## config.mk

```make
export PLATFORM = sky130hd
export DESIGN_NAME = axi_wr_issue
export DESIGN_NICKNAME = d
export VERILOG_FILES = /design/src/rtl/axi_wr_issue.sv
export SDC_FILE = /design/constraint.sdc
export NUM_CORES = 1
export LEC_CHECK = 0
export ABC_AREA = 1
export BUFFER_PORTS_ARGS = -buffer_cell sky130_fd_sc_hd__buf_2
export CAP_MARGIN = 20
export CORE_ASPECT_RATIO = 0.5
export CORE_MARGIN = 10
export CORE_UTILIZATION = 44
export CTS_CLUSTER_DIAMETER = 200
export DETAILED_ROUTE_END_ITERATION = 7
export GPL_TIMING_DRIVEN = 1
export PLACE_DENSITY = 0.8
export RECOVER_POWER = 25
export SLEW_MARGIN = 20
export SYNTH_ARGS = -nofsm -noshare
export SYNTH_HDL_FRONTEND = slang
export SYNTH_SLANG_ARGS = --single-unit
```

## constraint.sdc

```tcl
create_clock -name clk -period 1.5 [get_ports clk]
set_clock_uncertainty 0.05 [all_clocks]
set_input_delay 0.45 -clock clk [delete_from_list [all_inputs] [get_ports clk]]
set_output_delay 0.45 -clock clk [all_outputs]
set_load 0.05 [all_outputs]
```

## src/rtl/axi_wr_issue.sv

```systemverilog
`default_nettype none
// ============================================================================
// Module      : axi_wr_issue
// Description : Drains write entries from the RAW-tracking FIFO head onto a
//               single-beat AXI3 write channel; pops only on B completion.
// Revision    : 1.0 - initial release
// ============================================================================
module axi_wr_issue #(
  parameter int unsigned ADDR_WIDTH = 32,
  parameter logic [3:0]  AXI_ID     = 4'd1
) (
  input  logic                  clk,
  input  logic                  resetn,
  input  logic                  fifo_empty,
  input  logic [ADDR_WIDTH-1:0] fifo_addr,
  input  logic [31:0]           fifo_wdata,
  input  logic [3:0]            fifo_wstrb,
  input  logic                  fifo_wr,
  output logic                  fifo_pop,
  output logic [3:0]            awid,
  output logic [ADDR_WIDTH-1:0] awaddr,
  output logic [7:0]            awlen,
  output logic [2:0]            awsize,
  output logic [1:0]            awburst,
  output logic                  awvalid,
  input  logic                  awready,
  output logic [3:0]            wid,
  output logic [31:0]           wdata,
  output logic [3:0]            wstrb,
  output logic                  wlast,
  output logic                  wvalid,
  input  logic                  wready,
  input  logic [3:0]            bid,
  input  logic [1:0]            bresp,
  input  logic                  bvalid,
  output logic                  bready,
  output logic                  busy,
  output logic                  wr_err,
  input  logic                  err_clr
);

  localparam logic [7:0] C_AWLEN   = 8'd0;
  localparam logic [2:0] C_AWSIZE  = 3'b010;
  localparam logic [1:0] C_AWBURST = 2'b01;
  localparam logic [1:0] C_OKAY    = 2'b00;

  typedef enum logic [1:0] {
    S_IDLE   = 2'd0,
    S_ISSUE  = 2'd1,
    S_WAIT_B = 2'd2
  } state_t;

  state_t                r_state;
  logic                  r_aw_pend;
  logic                  r_w_pend;
  logic                  r_wr_err;
  logic [ADDR_WIDTH-1:0] r_awaddr;
  logic [31:0]           r_wdata;
  logic [3:0]            r_wstrb;

  logic w_aw_pend_nxt;
  logic w_w_pend_nxt;
  logic w_b_match;
  logic w_rd_discard;

  // Pending bits are only ever set while in ISSUE, so they double as the valids.
  assign w_aw_pend_nxt = r_aw_pend && !awready;
  assign w_w_pend_nxt  = r_w_pend  && !wready;
  assign w_b_match     = (r_state == S_WAIT_B) && bvalid && (bid == AXI_ID);
  assign w_rd_discard  = (r_state == S_IDLE) && !fifo_empty && !fifo_wr;

  assign fifo_pop = w_rd_discard || (w_b_match && !fifo_empty);

  assign awid    = AXI_ID;
  assign awaddr  = r_awaddr;
  assign awlen   = C_AWLEN;
  assign awsize  = C_AWSIZE;
  assign awburst = C_AWBURST;
  assign awvalid = r_aw_pend;
  assign wid     = AXI_ID;
  assign wdata   = r_wdata;
  assign wstrb   = r_wstrb;
  assign wlast   = 1'b1;
  assign wvalid  = r_w_pend;
  assign bready  = (r_state == S_WAIT_B);
  assign busy    = (r_state != S_IDLE);
  assign wr_err  = r_wr_err;

  always_ff @(posedge clk or negedge resetn) begin
    if (!resetn) begin
      r_state   <= S_IDLE;
      r_aw_pend <= 1'b0;
      r_w_pend  <= 1'b0;
      r_wr_err  <= 1'b0;
      r_awaddr  <= '0;
      r_wdata   <= '0;
      r_wstrb   <= '0;
    end else begin
      case (r_state)
        S_IDLE: begin
          if (!fifo_empty && fifo_wr) begin
            r_awaddr  <= fifo_addr;
            r_wdata   <= fifo_wdata;
            r_wstrb   <= fifo_wstrb;
            r_aw_pend <= 1'b1;
            r_w_pend  <= 1'b1;
            r_state   <= S_ISSUE;
          end
        end
        S_ISSUE: begin
          r_aw_pend <= w_aw_pend_nxt;
          r_w_pend  <= w_w_pend_nxt;
          if (!w_aw_pend_nxt && !w_w_pend_nxt) begin
            r_state <= S_WAIT_B;
          end
        end
        S_WAIT_B: begin
          // Responses carrying a foreign ID are accepted and dropped.
          if (w_b_match) begin
            r_state <= S_IDLE;
          end
        end
        default: r_state <= S_IDLE;
      endcase

      if (w_b_match && (bresp != C_OKAY)) begin
        r_wr_err <= 1'b1;
      end else if (err_clr) begin
        r_wr_err <= 1'b0;
      end
    end
  end

endmodule
`default_nettype wire
```

==> impl_results.md, run 1 <==
- Critical path cell sequence: buf_4 -> nor2_4 -> nand3_2 -> nand2_4 -> buf_8
- Share of power burned in combinational logic: 0.537
- Total setup violations reported at the end of the flow: 3
- Number of pins with negative max-slew slack in the final report: 0
- Cell type of the slowest stage on the worst timing path: sky130_fd_sc_hd__dfrtp_1
- Total Routed Length: 10,100 um
- Worst setup slack before clock tree synthesis: -270 ps
- Largest net degree at the start of global routing: 57
- Clock buffers created by TritonCTS: 9
- Effective utilization at floorplan: 0.462
- Final Worst Setup Slack: -283 ps
- Setup repair after global routing missed its margin: yes
- Tcrit/Tclk final: 1.19
- Data arrival, critical path: 1280 ps
- Area overhead of the layout relative to synthesis: 45.1%
- DIE AREA: about 0.011 mm^2
- Library cells used by synthesis: 14
- Overall Global Routing Usage: 0.160
- Post-synthesis instance area: 0.00315 mm^2
- Cell at the root of the clock tree: sky130_fd_sc_hd__clkbuf_16
- Core occupancy in the finished layout: 0.670
- Routed wirelength normalized by instance count: 16.1 um
- Count of filler cells inserted in the layout: 539
- Minimum period implied by the final worst setup slack: 1780 ps
- Count of state elements after synthesis: 73
- Switching pwr: roughly 6.7 mW
- Antenna-violating nets left: 0
- Dominant cells by area after synthesis: sky130_fd_sc_hd__dfrtp_1, sky130_fd_sc_hd__nand2_1, sky130_fd_sc_hd__nand3_1
- Fraction of the yosys area taken by sequential cells: 0.579
- Final global-route overflow total: 0
- Worst Max-Slew Pin Slew: 541 ps
- Category of the most critical setup path: reg -> out
- Number of placement rows: 21
- Instance count on the critical path: 5
- Top cell type's share of synthesized area: 0.579
- Number of vias after detailed routing: 2,928
- Post-detailed-route DRC marker count: 0
- Top achievable clock speed: about 560 MHz
- H-tree levels: 3
- Clock transition at the registers of the reported paths: 60 ps
- Detailed-placement wirelength estimate: 7010 um
- Number of antenna violations at the first check in global routing: 0
- Crit path capture: fifo_pop
- Post-synth top flop: sky130_fd_sc_hd__dfrtp_1
- Cells after Synth: 364
- Share of post-route cells with drive strength above 1: 0.384
- Vias in the first global route: 2,932
- Number of clock sinks seen by CTS: 73
- Number of top-level pins: 178
- Max layer used: met4
- Area used by multi-input combinational logic: 0.00112 mm^2
- Part of the total power dissipated in sequential elements: 0.263
- Worst Hold Class: in -> reg
- Deepest clock path buffer count: 2
- Highest fanout seen on the critical path: 3
- 1st-iter DRT viols: 135
- Status: complete, but fails checks
- Endpoint class of the critical path: primary output
- Worst flop-to-flop path startpoint: r_state[0]
- Final-stage net count: 614
- Capturing point of the worst reg2reg path: wdata[10]
- Die span in x: about 140 um
- Worst-case hold slack: 299 ps
- Most common library cells after synthesis: sky130_fd_sc_hd__nand2_1, sky130_fd_sc_hd__dfrtp_1, sky130_fd_sc_hd__nand3_1
- Hold violation total from the final report: 0
- Violations in the final reports: setup timing
- Crit path max-delay family: flip-flops
- Vertical die dimension: 79.9 um
- Clock network latency to the later pin of the worst-skew pair: 320 ps
- Number of input and output port buffers inserted: 155
- Number of buffers and inverters on the critical path: 2
- Async SR Flop Fraction: 1.00
- Post-route met1 wirelength: 3670 um
- Max transition margin: 0.639
- Count leader, synth: sky130_fd_sc_hd__nand2_1
- First-pass iteration count of the detailed router: 4
- Data required time at the worst endpoint: 1000 ps
- Gpl congestion: a little under 0.8
- Number of maximum-capacitance constraint violations: 0
- Reg area: around 0.0018 mm^2
- TritonCTS clock tree: built
- Post-synth EDFFs: 0
- Wire length of the first global-routing pass: ~15,000 um
- Start point of the critical path: r_state[0]
- Worst R2R Setup Slack: approximately 20 ps
- Static Leak: between 2 and 3 nW
- Vias per cell: 4.66
- Post-place instance area: roughly 0.004 mm^2
- Total Power Consumption: 13.0 mW
- Core footprint: between 0.006 and 0.007 mm^2
- Final design area excluding fillers: ~0.0046 mm^2
- Fraction of power spent switching nets: 0.514
- Part of the power in the clock network: 0.200
- Worst IR Drop VDD: 0.00159 V
- Met2 wire length: between 5000 and 6000 um
- Power density over cell area: approximately 2800 mW/mm^2
- Max incr delay on CP: 370 ps
- Antenna diode count: 0
- Crit start category: flip-flop
- Worst Reg-to-Reg Cells: 8
- Int Power: ~6.3 mW
- Total met3 wirelength after detailed routing: a little under 600 um
- Yosys synthesis warning count: 0
- Cell taking the most area after synthesis: sky130_fd_sc_hd__dfrtp_1
- Post-Synthesis Mean Instance Area: 8.67 um^2
power by group through the flow:
stage / clock network, mW / logic [mW] / registers [mW]
after floorplan: 0 / 1.59 / 6.76
after global placement: 0 / 6.57 / 3.37
after detailed placement: 0 / 6.63 / 3.41
after CTS: 2.63 / 6.75 / 3.40
after global routing: 2.73 / 7.34 / 3.53
final: 2.59 / 6.96 / 3.41
sequential cells by signal, indices dropped and copies added (netlist names):
| register | cells |
|---|---|
| awaddr | 32 |
| awvalid | 1 |
| r_state | 2 |
| wdata | 32 |
| wr_err | 1 |
| wstrb | 4 |
| wvalid | 1 |
placed cells by master, fill, tap and decap left out, types with 2 or more instances in the layout:
cell,count
sky130_fd_sc_hd__buf_2,151
sky130_fd_sc_hd__nand2_1,147
sky130_fd_sc_hd__dfrtp_1,73
sky130_fd_sc_hd__nand3_1,70
sky130_fd_sc_hd__conb_1,22
sky130_fd_sc_hd__inv_1,11
sky130_fd_sc_hd__clkbuf_16,11
sky130_fd_sc_hd__buf_4,11
sky130_fd_sc_hd__buf_6,7
sky130_fd_sc_hd__nor2_1,4
sky130_fd_sc_hd__bufinv_16,4
sky130_fd_sc_hd__buf_8,4
sky130_fd_sc_hd__nor2_4,3
sky130_fd_sc_hd__buf_12,3
sky130_fd_sc_hd__inv_2,2
sky130_fd_sc_hd__nand3_2,2
sky130_fd_sc_hd__o21bai_1,2
sky130_fd_sc_hd__clkinv_4,2
stage by stage:
| stage | setup TNS, ps | cells |
|---|---|---|
| 3_3_place_gp | -224 | 604 |
| 2_1_floorplan | 0 | 384 |
| 4_1_cts | -615 | 623 |
| 5_1_grt | -1020 | 629 |
| 3_5_place_dp | -270 | 604 |
| 6_report | -746 | 629 |
worst min path at each step:
stage | startpoint | to | slack [ps] | depth (start not counted)
6_report | fifo_wdata[8] | wdata[8] | 300 | 3
3_3_place_gp | resetn | wdata[22] | 310 | 1
4_1_cts | fifo_wdata[8] | wdata[8] | 290 | 3
2_1_floorplan | resetn | awaddr[0] | 100 | 0
5_1_grt | fifo_wdata[6] | wdata[6] | 300 | 3
3_5_place_dp | resetn | wdata[22] | 310 | 1
layer usage:
metal,track usage,up-vias
li1,-,1439
met1,0.161,1353
met2,0.307,116
met3,0.0475,20
met4,0.0625,0
met5,0,-
kinds of logic (layout without fill, tap and decap cells):
group           after synthesis  in the layout  synth area share
buf+inv                      56            209             0.104
flops                        73             73             0.579
other cells                   2             22           0.00238
compound gates                3              3           0.00634
simple gates                230            230             0.309
area by class of cell:
class	count	share of cell area
tap	92	0.0251
sequential	73	0.399
inverter	13	0.0107
multi-input combinational	255	0.244
clock buffer	9	0.0492
clock inverter	7	0.0312
timing repair buffer	180	0.241
worst register-to-register path: stages, from the launching register on:
cell	delay [ps]
sky130_fd_sc_hd__dfrtp_1	370
sky130_fd_sc_hd__buf_4	140
sky130_fd_sc_hd__nor2_4	110
sky130_fd_sc_hd__buf_6	110
sky130_fd_sc_hd__buf_6	130
sky130_fd_sc_hd__nand2_8	90
sky130_fd_sc_hd__buf_12	170
sky130_fd_sc_hd__nand2_1	100
sky130_fd_sc_hd__nand2_1	80
repair_timing:
item	in CTS	in global routing
hold buffers	1	0
buffers inserted	2	2
endpoints found under the hold margin	19	0
endpoints found under the setup margin	3	58
pin swaps	2	1
cloned	0	4
resized for setup	13	10
No activity file was read; power rests on OpenSTA's default activity.
==> run 2, diff against run 1 <==
--- a/config.mk
+++ b/config.mk
@@ -10,11 +10,11 @@
 export CAP_MARGIN = 20
 export CORE_ASPECT_RATIO = 0.5
 export CORE_MARGIN = 10
-export CORE_UTILIZATION = 44
+export CORE_UTILIZATION = 40
 export CTS_CLUSTER_DIAMETER = 200
 export DETAILED_ROUTE_END_ITERATION = 7
 export GPL_TIMING_DRIVEN = 1
-export PLACE_DENSITY = 0.8
+export PLACE_DENSITY = 0.77
 export RECOVER_POWER = 25
 export SLEW_MARGIN = 20
 export SYNTH_ARGS = -nofsm -noshare
==> constraint.sdc (replaced) <==
create_clock -name clk -period 1.61 [get_ports clk]
set_clock_uncertainty 0.05 [all_clocks]
set_input_delay 0.483 -clock clk [delete_from_list [all_inputs] [get_ports clk]]
set_output_delay 0.483 -clock clk [all_outputs]
set_load 0.05 [all_outputs]
==> run 2 against run 1 <==
The run still ends with setup timing left. Sequential power fell by 6.7%. Final cell count up 1.9%. Count of clock-buffer cells in the layout increased by 2. Register-to-register slack improved by 20 ps. Wire length is 2.1% lower. Sequential cell count stayed put. Global-route usage is 0.94 points lower. Critical path depth unchanged. Sequential share of layout area rose by 1.2 points.
==> impl_results.md, run 2 (synthesis gave the netlist of run 1 again) <==
- Share of post-route cells with drive strength above 1: 0.383 (-0.000873)
- Part of the power in the clock network: 0.170 (-0.030)
- Worst Max-Slew Pin Slew: 711 ps (+170 ps)
- Setup repair after global routing missed its margin: yes
- Gpl congestion: 0.845 (+8.3%)
- Worst Hold Class: in -> async
- Worst flop-to-flop path startpoint: r_state[0]
- Fraction of power spent switching nets: 0.532 (+0.0173)
- Capturing point of the worst reg2reg path: wdata[29]
- Number of vias after detailed routing: 2,998 (+2.4%)
- Post-place instance area: 0.00402 mm^2 (-0.12%)
- Final-stage net count: 610 (-0.65%)
- Dpl cells: 619 (+2.5%)
- Wire length of the first global-routing pass: 14,500 um (-1.0%)
- Total Routed Length: 9910 um (-2.1%)
- Vias per cell: 4.68 (+0.47%)
- Vertical die dimension: 82.8 um (+3.7%)
- Power density over cell area: 2620 mW/mm^2 (-7.5%)
- Crit path capture: fifo_pop
- Int Power: 5.46 mW (-13%)
- Clock transition at the registers of the reported paths: 60 ps (about the same)
- Crit start category: flip-flop
- Max incr delay on CP: 400 ps (+30 ps)
- Number of pins with negative max-slew slack in the final report: 0 (unchanged)
- Violations in the final reports: setup timing
- Switching pwr: 6.19 mW (-7.0%)
- Antenna diode count: 0 (unchanged)
- Number of standard cells in the layout, taps in and fillers out: 641 (+1.9%)
- Routed wirelength normalized by instance count: 15.5 um (-3.9%)
- Most common cell after layout, fill and taps aside: sky130_fd_sc_hd__buf_2
- Number of antenna violations at the first check in global routing: 0 (unchanged)
- Number of buffers and inverters on the critical path: 2 (unchanged)
- Count of filler cells inserted in the layout: 655 (+22%)
- Number of top-level pins: 178 (unchanged)
- Number of clock sinks seen by CTS: 73 (unchanged)
- 1st-iter DRT viols: 166 (+23%)
- Worst Reg-to-Reg Cells: 8 (unchanged)
- Cts-stage hold buffer count: 0 (-1)
- Hold violation total from the final report: 0 (unchanged)
- Leading cell types in the layout, fill and taps excluded: sky130_fd_sc_hd__buf_2, sky130_fd_sc_hd__nand2_1, sky130_fd_sc_hd__dfrtp_1
- Part of the total power dissipated in sequential elements: 0.273 (+0.010)
- Deepest clock path buffer count: 2 (unchanged)
- Max transition margin: 0.526 (-0.113)
- Antenna-violating nets left: 0 (unchanged)
- Tcrit/Tclk final: 1.14
- Overall Global Routing Usage: 0.150 (-0.00942)
- Clock buffers created by TritonCTS: 9 (unchanged)
- Status: complete, but fails checks
- TritonCTS clock tree: built
- Number of placement rows: 22 (+4.8%)
- Number of maximum-capacitance constraint violations: 0 (unchanged)
- Crit path max-delay family: flip-flops
- DIE AREA: 0.0121 mm^2 (+8.0%)
- Static Leak: 2.63 nW (-2.5%)
- Endpoint class of the critical path: primary output
- Final global-route overflow total: 0 (unchanged)
- Post-detailed-route DRC marker count: 0 (unchanged)
- Area overhead of the layout relative to synthesis: 41.1%
- Vias in the first global route: 2,934 (+0.068%)
- Top achievable clock speed: 543 MHz
- Total setup violations reported at the end of the flow: 3 (unchanged)
- Die span in x: 146 um (+4.2%)
- Detailed-placement wirelength estimate: 7160 um (+2.2%)
- Core footprint: 0.00749 mm^2 (+9.6%)
- Clock network latency to the later pin of the worst-skew pair: 330 ps (about the same)
- Final Worst Setup Slack: -232 ps (+50.8 ps)
- First-pass iteration count of the detailed router: 4 (unchanged)
- Share of power burned in combinational logic: 0.557 (+0.020)
- Worst R2R Setup Slack: 40 ps (+20 ps)
- Worst IR Drop VDD: 0.00103 V (-35%)
- H-tree levels: 3 (unchanged)
- Highest fanout seen on the critical path: 3 (unchanged)
- Largest net degree at the start of global routing: 57 (unchanged)
- Start point of the critical path: r_state[0]
- Data required time at the worst endpoint: 1080 ps (+80 ps)
- Cell at the root of the clock tree: sky130_fd_sc_hd__clkbuf_16
- Cell type of the slowest stage on the worst timing path: sky130_fd_sc_hd__dfrtp_1
- Effective utilization at floorplan: 0.421 (-0.0404)
- Minimum period implied by the final worst setup slack: 1840 ps
- Final design area excluding fillers: 0.00445 mm^2 (-2.8%)
- Category of the most critical setup path: reg -> out
- Data arrival, critical path: 1310 ps (+30 ps)
- Critical path cell sequence: buf_6 -> nor2_4 -> nand3_2 -> nand2_2 -> buf_8
- Instance count on the critical path: 5 (unchanged)
- Number of input and output port buffers inserted: 155 (unchanged)
-- run 2: per-layer routing --
metal / wire [um] / up-vias / global-route usage
met4: 221 / 0 / 0.0631
met2: 5260 / 114 / 0.283
met1: 3780 / 1430 / 0.154
met5: 0 / - / 0
met3: 644 / 23 / 0.0536
li1: - / 1431 / -
-- run 2: cell type report --
class                           instances  area, um^2  share of cell area
Sequential cell                        73        1830               0.411
Multi-Input combinational cell        255        1110               0.249
Timing Repair Buffer                  176        1030               0.231
Clock buffer                           11         243              0.0546
Tap cell                              108         135              0.0304
Clock inverter                          5        55.1              0.0124
Inverter                               13        51.3              0.0115
-- run 2: stage by stage --
step           hold WS (ps)   util  power, mW  setup TNS [ps]  setup slack [ps]
2_1_floorplan           137      -       7.77               0              1.21
3_3_place_gp            368  0.537       9.25            -127              -127
3_5_place_dp            363  0.537       9.35            -162              -162
4_1_cts                14.4  0.588       11.6            -478              -208
5_1_grt                 129  0.594       12.3            -694              -282
6_report               99.7  0.594       11.7            -524              -232
-- run 2: how the worst min path moves through the flow --
stage | start | to | slack, ps | cells past startpoint
after floorplan | resetn | awaddr[0] | 140 | 0
after global placement | resetn | awaddr[0] | 370 | 1
after detailed placement | resetn | awaddr[0] | 360 | 1
after CTS | resetn | wdata[11] | 10 | 1
after global routing | resetn | wdata[11] | 130 | 1
final | resetn | wdata[11] | 100 | 1
-- run 2: power groups by stage --
| stage | logic [mW] | registers, mW | clock network, mW |
|---|---|---|---|
| 2_1_floorplan | 1.47 | 6.30 | 0 |
| 3_3_place_gp | 6.10 | 3.15 | 0 |
| 3_5_place_dp | 6.18 | 3.17 | 0 |
| 4_1_cts | 6.38 | 3.17 | 2.02 |
| 5_1_grt | 6.85 | 3.30 | 2.12 |
| 6_report | 6.49 | 3.18 | 1.98 |
-- run 2: timing repair --
action,4_1_cts,5_1_grt
cloned,0,2
pin swaps,5,4
endpoints found under the setup margin,3,73
resized for setup,18,8
buffers inserted,4,0
==> run 3, diff against run 2 <==
--- a/config.mk
+++ b/config.mk
@@ -5,17 +5,17 @@
 export SDC_FILE = /design/constraint.sdc
 export NUM_CORES = 1
 export LEC_CHECK = 0
-export ABC_AREA = 1
 export BUFFER_PORTS_ARGS = -buffer_cell sky130_fd_sc_hd__buf_2
 export CAP_MARGIN = 20
 export CORE_ASPECT_RATIO = 0.5
 export CORE_MARGIN = 10
-export CORE_UTILIZATION = 40
+export CORE_UTILIZATION = 43
 export CTS_CLUSTER_DIAMETER = 200
 export DETAILED_ROUTE_END_ITERATION = 7
 export GPL_TIMING_DRIVEN = 1
-export PLACE_DENSITY = 0.77
+export PLACE_DENSITY = 0.79
 export RECOVER_POWER = 25
+export REMOVE_ABC_BUFFERS = 1
 export SLEW_MARGIN = 20
 export SYNTH_ARGS = -nofsm -noshare
 export SYNTH_HDL_FRONTEND = slang
==> constraint.sdc (replaced) <==
create_clock -name clk -period 1.7 [get_ports clk]
set_clock_uncertainty 0.05 [all_clocks]
set_input_delay 0.51 -clock clk [delete_from_list [all_inputs] [get_ports clk]]
set_output_delay 0.51 -clock clk [all_outputs]
set_load 0.05 [all_outputs]
==> run 3 against run 2 <==
The run still ends with setup timing left. Non-clock buffer count decreased by 1. Final area decreased by 1.3%. Via count decreased by 28%. Total power decreased by 6.6%.
==> impl_results.md, run 3 <==
- Critical path cell sequence: nand2b_4 -> or4_4 -> a21oi_2 -> buf_6
- Clock network latency to the later pin of the worst-skew pair: 320 ps (about the same)
- Instance count on the critical path: 4 (-1)
- Count of filler cells inserted in the layout: 491 (-25%)
- Tcrit/Tclk final: 1.29
- Violations in the final reports: setup timing
- Setup repair after global routing missed its margin: yes
- Post-synthesis instance area: 0.00301 mm^2 (-4.5%)
- Routed wirelength normalized by instance count: 19.1 um (+23%)
- Data arrival, critical path: 1640 ps (+330 ps)
- Top achievable clock speed: 455 MHz
- Dominant combinational cell family by area after synthesis: multiplexers
- Fraction of the mapped netlist area in adder cells: 0 (unchanged)
- Static Leak: 2.22 nW (-15%)
- Int Power: 5.49 mW (+0.68%)
- Cell at the root of the clock tree: sky130_fd_sc_hd__clkbuf_16
- Hold violation total from the final report: 0 (unchanged)
- Number of placement rows: 21 (-4.5%)
- Number of clock sinks seen by CTS: 73 (unchanged)
- Number of vias after detailed routing: 2,170 (-28%)
- Antenna-violating nets left: 0 (unchanged)
- Post-Synthesis Mean Instance Area: 15.5 um^2 (+79%)
- 1st-iter DRT viols: 114 (-31%)
- Vertical die dimension: 79.2 um (-4.4%)
- Number of maximum-capacitance constraint violations: 0 (unchanged)
- Power density over cell area: 2480 mW/mm^2 (-5.3%)
- Worst setup slack before clock tree synthesis: -458 ps (-296 ps)
- Core footprint: 0.00675 mm^2 (-9.8%)
- Most common library cells after synthesis: sky130_fd_sc_hd__dfrtp_1, sky130_fd_sc_hd__mux2_2, sky130_fd_sc_hd__buf_4
- Deepest clock path buffer count: 2 (unchanged)
- Worst R2R Setup Slack: -170 ps (-210 ps)
- Max incr delay on CP: 490 ps (+90 ps)
- Worst flop-to-flop path startpoint: r_state[1]
- Effective utilization at floorplan: 0.446 (+0.0247)
- Status: complete, but fails checks
- H-tree levels: 3 (unchanged)
- Vias per cell: 4.66 (-0.44%)
- Number of input and output port buffers inserted: 155 (unchanged)
- Start point of the critical path: r_state[0]
- Fraction of the yosys area taken by sequential cells: 0.607 (+0.0274)
- Die span in x: 138 um (-5.0%)
- Crit path capture: fifo_pop
- Reg area: 0.00183 mm^2 (unchanged)
- Post-place instance area: 0.00384 mm^2 (-4.5%)
- Overall Global Routing Usage: 0.153 (+0.00263)
- Crit start category: flip-flop
- Leading cell types in the layout, fill and taps excluded: sky130_fd_sc_hd__buf_2, sky130_fd_sc_hd__dfrtp_1, sky130_fd_sc_hd__mux2_2
- Number of buffers and inverters on the critical path: 1 (-1)
- Crit path max-delay family: simple AND/OR/NAND/NOR gates
- Share of power burned in combinational logic: 0.562 (+0.005)
- Post-synth EDFFs: 0 (unchanged)
- Largest net degree at the start of global routing: 74 (+30%)
- Number of top-level pins: 178 (unchanged)
- Fraction of power spent switching nets: 0.495 (-0.0363)
- DIE AREA: 0.0110 mm^2 (-9.1%)
- Async SR Flop Fraction: 1.00 (unchanged)
- Number of antenna violations at the first check in global routing: 1 (+1)
- Clock buffers created by TritonCTS: 9 (unchanged)
- Detailed-placement wirelength estimate: 6330 um (-12%)
- Data required time at the worst endpoint: 1140 ps (+60 ps)
- Worst Max-Slew Pin Slew: 982 ps (+271 ps)
- Worst Hold Class: in -> reg
- Cells after Synth: 194 (-47%)
- Clock transition at the registers of the reported paths: 50 ps (about the same)
- Minimum period implied by the final worst setup slack: 2200 ps
- Share of post-route cells with drive strength above 1: 0.697 (+0.314)
- Dominant cells by area after synthesis: sky130_fd_sc_hd__dfrtp_1, sky130_fd_sc_hd__mux2_2, sky130_fd_sc_hd__buf_4
- Capturing point of the worst reg2reg path: awaddr[23]
- Worst IR Drop VDD: 0.00104 V (+1.3%)
- Area overhead of the layout relative to synthesis: 45.7%
- Area used by multi-input combinational logic: 0.00102 mm^2 (-8.1%)
- Count leader, synth: sky130_fd_sc_hd__dfrtp_1
- Total setup violations reported at the end of the flow: 63 (+60)
- Total Routed Length: 8890 um (-10%)
- Final-stage net count: 453 (-26%)
- Simple-gate area share of the yosys netlist: 0.0274 (-0.281)
- Final global-route overflow total: 0 (unchanged)
- First-pass iteration count of the detailed router: 3 (-1)
- Post-detailed-route DRC marker count: 0 (unchanged)
- Most common cell after layout, fill and taps aside: sky130_fd_sc_hd__buf_2
- Part of the total power dissipated in sequential elements: 0.282 (+0.009)
- Library cells used by synthesis: 19 (+5)
- Endpoint class of the critical path: primary output
- Yosys synthesis warning count: 0 (unchanged)
- Count of state elements after synthesis: 73 (unchanged)
- Compound-Gate Fraction of Synth Area: 0.0145 (+0.00819)
- Vias in the first global route: 2,581 (-12%)
- Multiplexer share of the synthesized area: 0.263 (+0.263)
- Part of the power in the clock network: 0.157 (-0.013)
- Highest fanout seen on the critical path: 2 (-1)
- Number of pins with negative max-slew slack in the final report: 0 (unchanged)
- TritonCTS clock tree: built
- Switching pwr: 5.39 mW (-13%)
- Worst Reg-to-Reg Cells: 6 (-2)
- Top cell type's share of synthesized area: 0.607 (+0.0274)
- Final Worst Setup Slack: -497 ps (-265 ps)
- Cell type of the slowest stage on the worst timing path: sky130_fd_sc_hd__or4_4
- Cell taking the most area after synthesis: sky130_fd_sc_hd__dfrtp_1
- Category of the most critical setup path: reg -> out
- Gpl congestion: 0.770 (-8.9%)
- Synthesized-area fraction occupied by xor and xnor cells: 0 (unchanged)
- Final design area excluding fillers: 0.00439 mm^2 (-1.3%)
- Post-synth top flop: sky130_fd_sc_hd__dfrtp_1
- Wire length of the first global-routing pass: 13,300 um (-7.7%)
- Max transition margin: 0.345 (-0.181)
## run 3: cell count changes in the layout (fill, tap and decap cells not counted), sizes merged, moves of 4 or more
cell	delta
inv	-9
mux2	+68
nand2	-150
nand3	-72
nor2	-4
## run 3: power by group through the flow
stage	registers, mW	logic, mW	clock network (mW)
finish	3.07	6.11	1.71
floorplan	6.09	1.29	0
detailed placement	3.07	5.81	0
CTS	3.07	6.13	1.75
global placement	3.01	5.73	0
global route	3.18	6.33	1.82
## run 3: what timing repair did
action | in CTS | in global routing
hold buffers | 0 | 0
gates cloned | 5 | 1
setup endpoints to repair | 58 | 70
setup buffers | 4 | 1
gates resized for setup | 15 | 2
pin swaps | 2 | 1
hold endpoints to repair | 0 | 0
## run 3: worst min-delay path by stage
stage / start / endpoint / slack, ps / cells after the start
after global routing: wready / wvalid / 320 / 2
after floorplan: resetn / awaddr[0] / 160 / 0
after global placement: wdata[7] / wdata[7] / 430 / 1
final: wready / wvalid / 330 / 2
after CTS: resetn / awaddr[25] / 180 / 2
after detailed placement: awaddr[23] / awaddr[23] / 440 / 1
## run 3: area by class of cell
cell class,instances,area share
antenna,1,0.000570
clock buffer,13,0.0616
inverter,4,0.00342
multi-input combinational,108,0.232
sequential,73,0.416
tap,92,0.0262
timing repair buffer,175,0.260
## run 3: logic make-up (layout without fill, tap and decap cells)
group                  after synthesis  count (layout)
AOI/OAI and AO/OA                    7               7
buffers and inverters               33             192
DFF                                 73              73
muxes                               68              68
other                                2              23
and+or+nand+nor                     11              11
## run 3: worst register-to-register path, cell delays in order (launching register included)
cell	delay, ps
sky130_fd_sc_hd__dfrtp_1	410
sky130_fd_sc_hd__buf_4	170
sky130_fd_sc_hd__nor4b_4	240
sky130_fd_sc_hd__buf_6	180
sky130_fd_sc_hd__buf_12	120
sky130_fd_sc_hd__bufbuf_16	270
sky130_fd_sc_hd__mux2_2	330
## run 3: per-stage QoR
step | TNS (ps) | instances | utilization | power, mW | hold WS [ps]
4_1_cts | -4620 | 463 | 0.646 | 10.9 | 179
5_1_grt | -7510 | 466 | 0.650 | 11.3 | 325
6_report | -4310 | 466 | 0.650 | 10.9 | 327
3_5_place_dp | -9480 | 441 | 0.568 | 8.89 | 440
2_1_floorplan | -130920 | 185 | - | 7.38 | 164
3_3_place_gp | -8720 | 441 | 0.568 | 8.74 | 433
## run 3: metal layers
layer / vias to the layer above / track usage / part of all wire
li1: 982 / - / -
met1: 1094 / 0.140 / 0.33
met2: 74 / 0.306 / 0.59
met3: 20 / 0.0457 / 0.058
met4: 0 / 0.0764 / 0.024
met5: - / 0 / 0
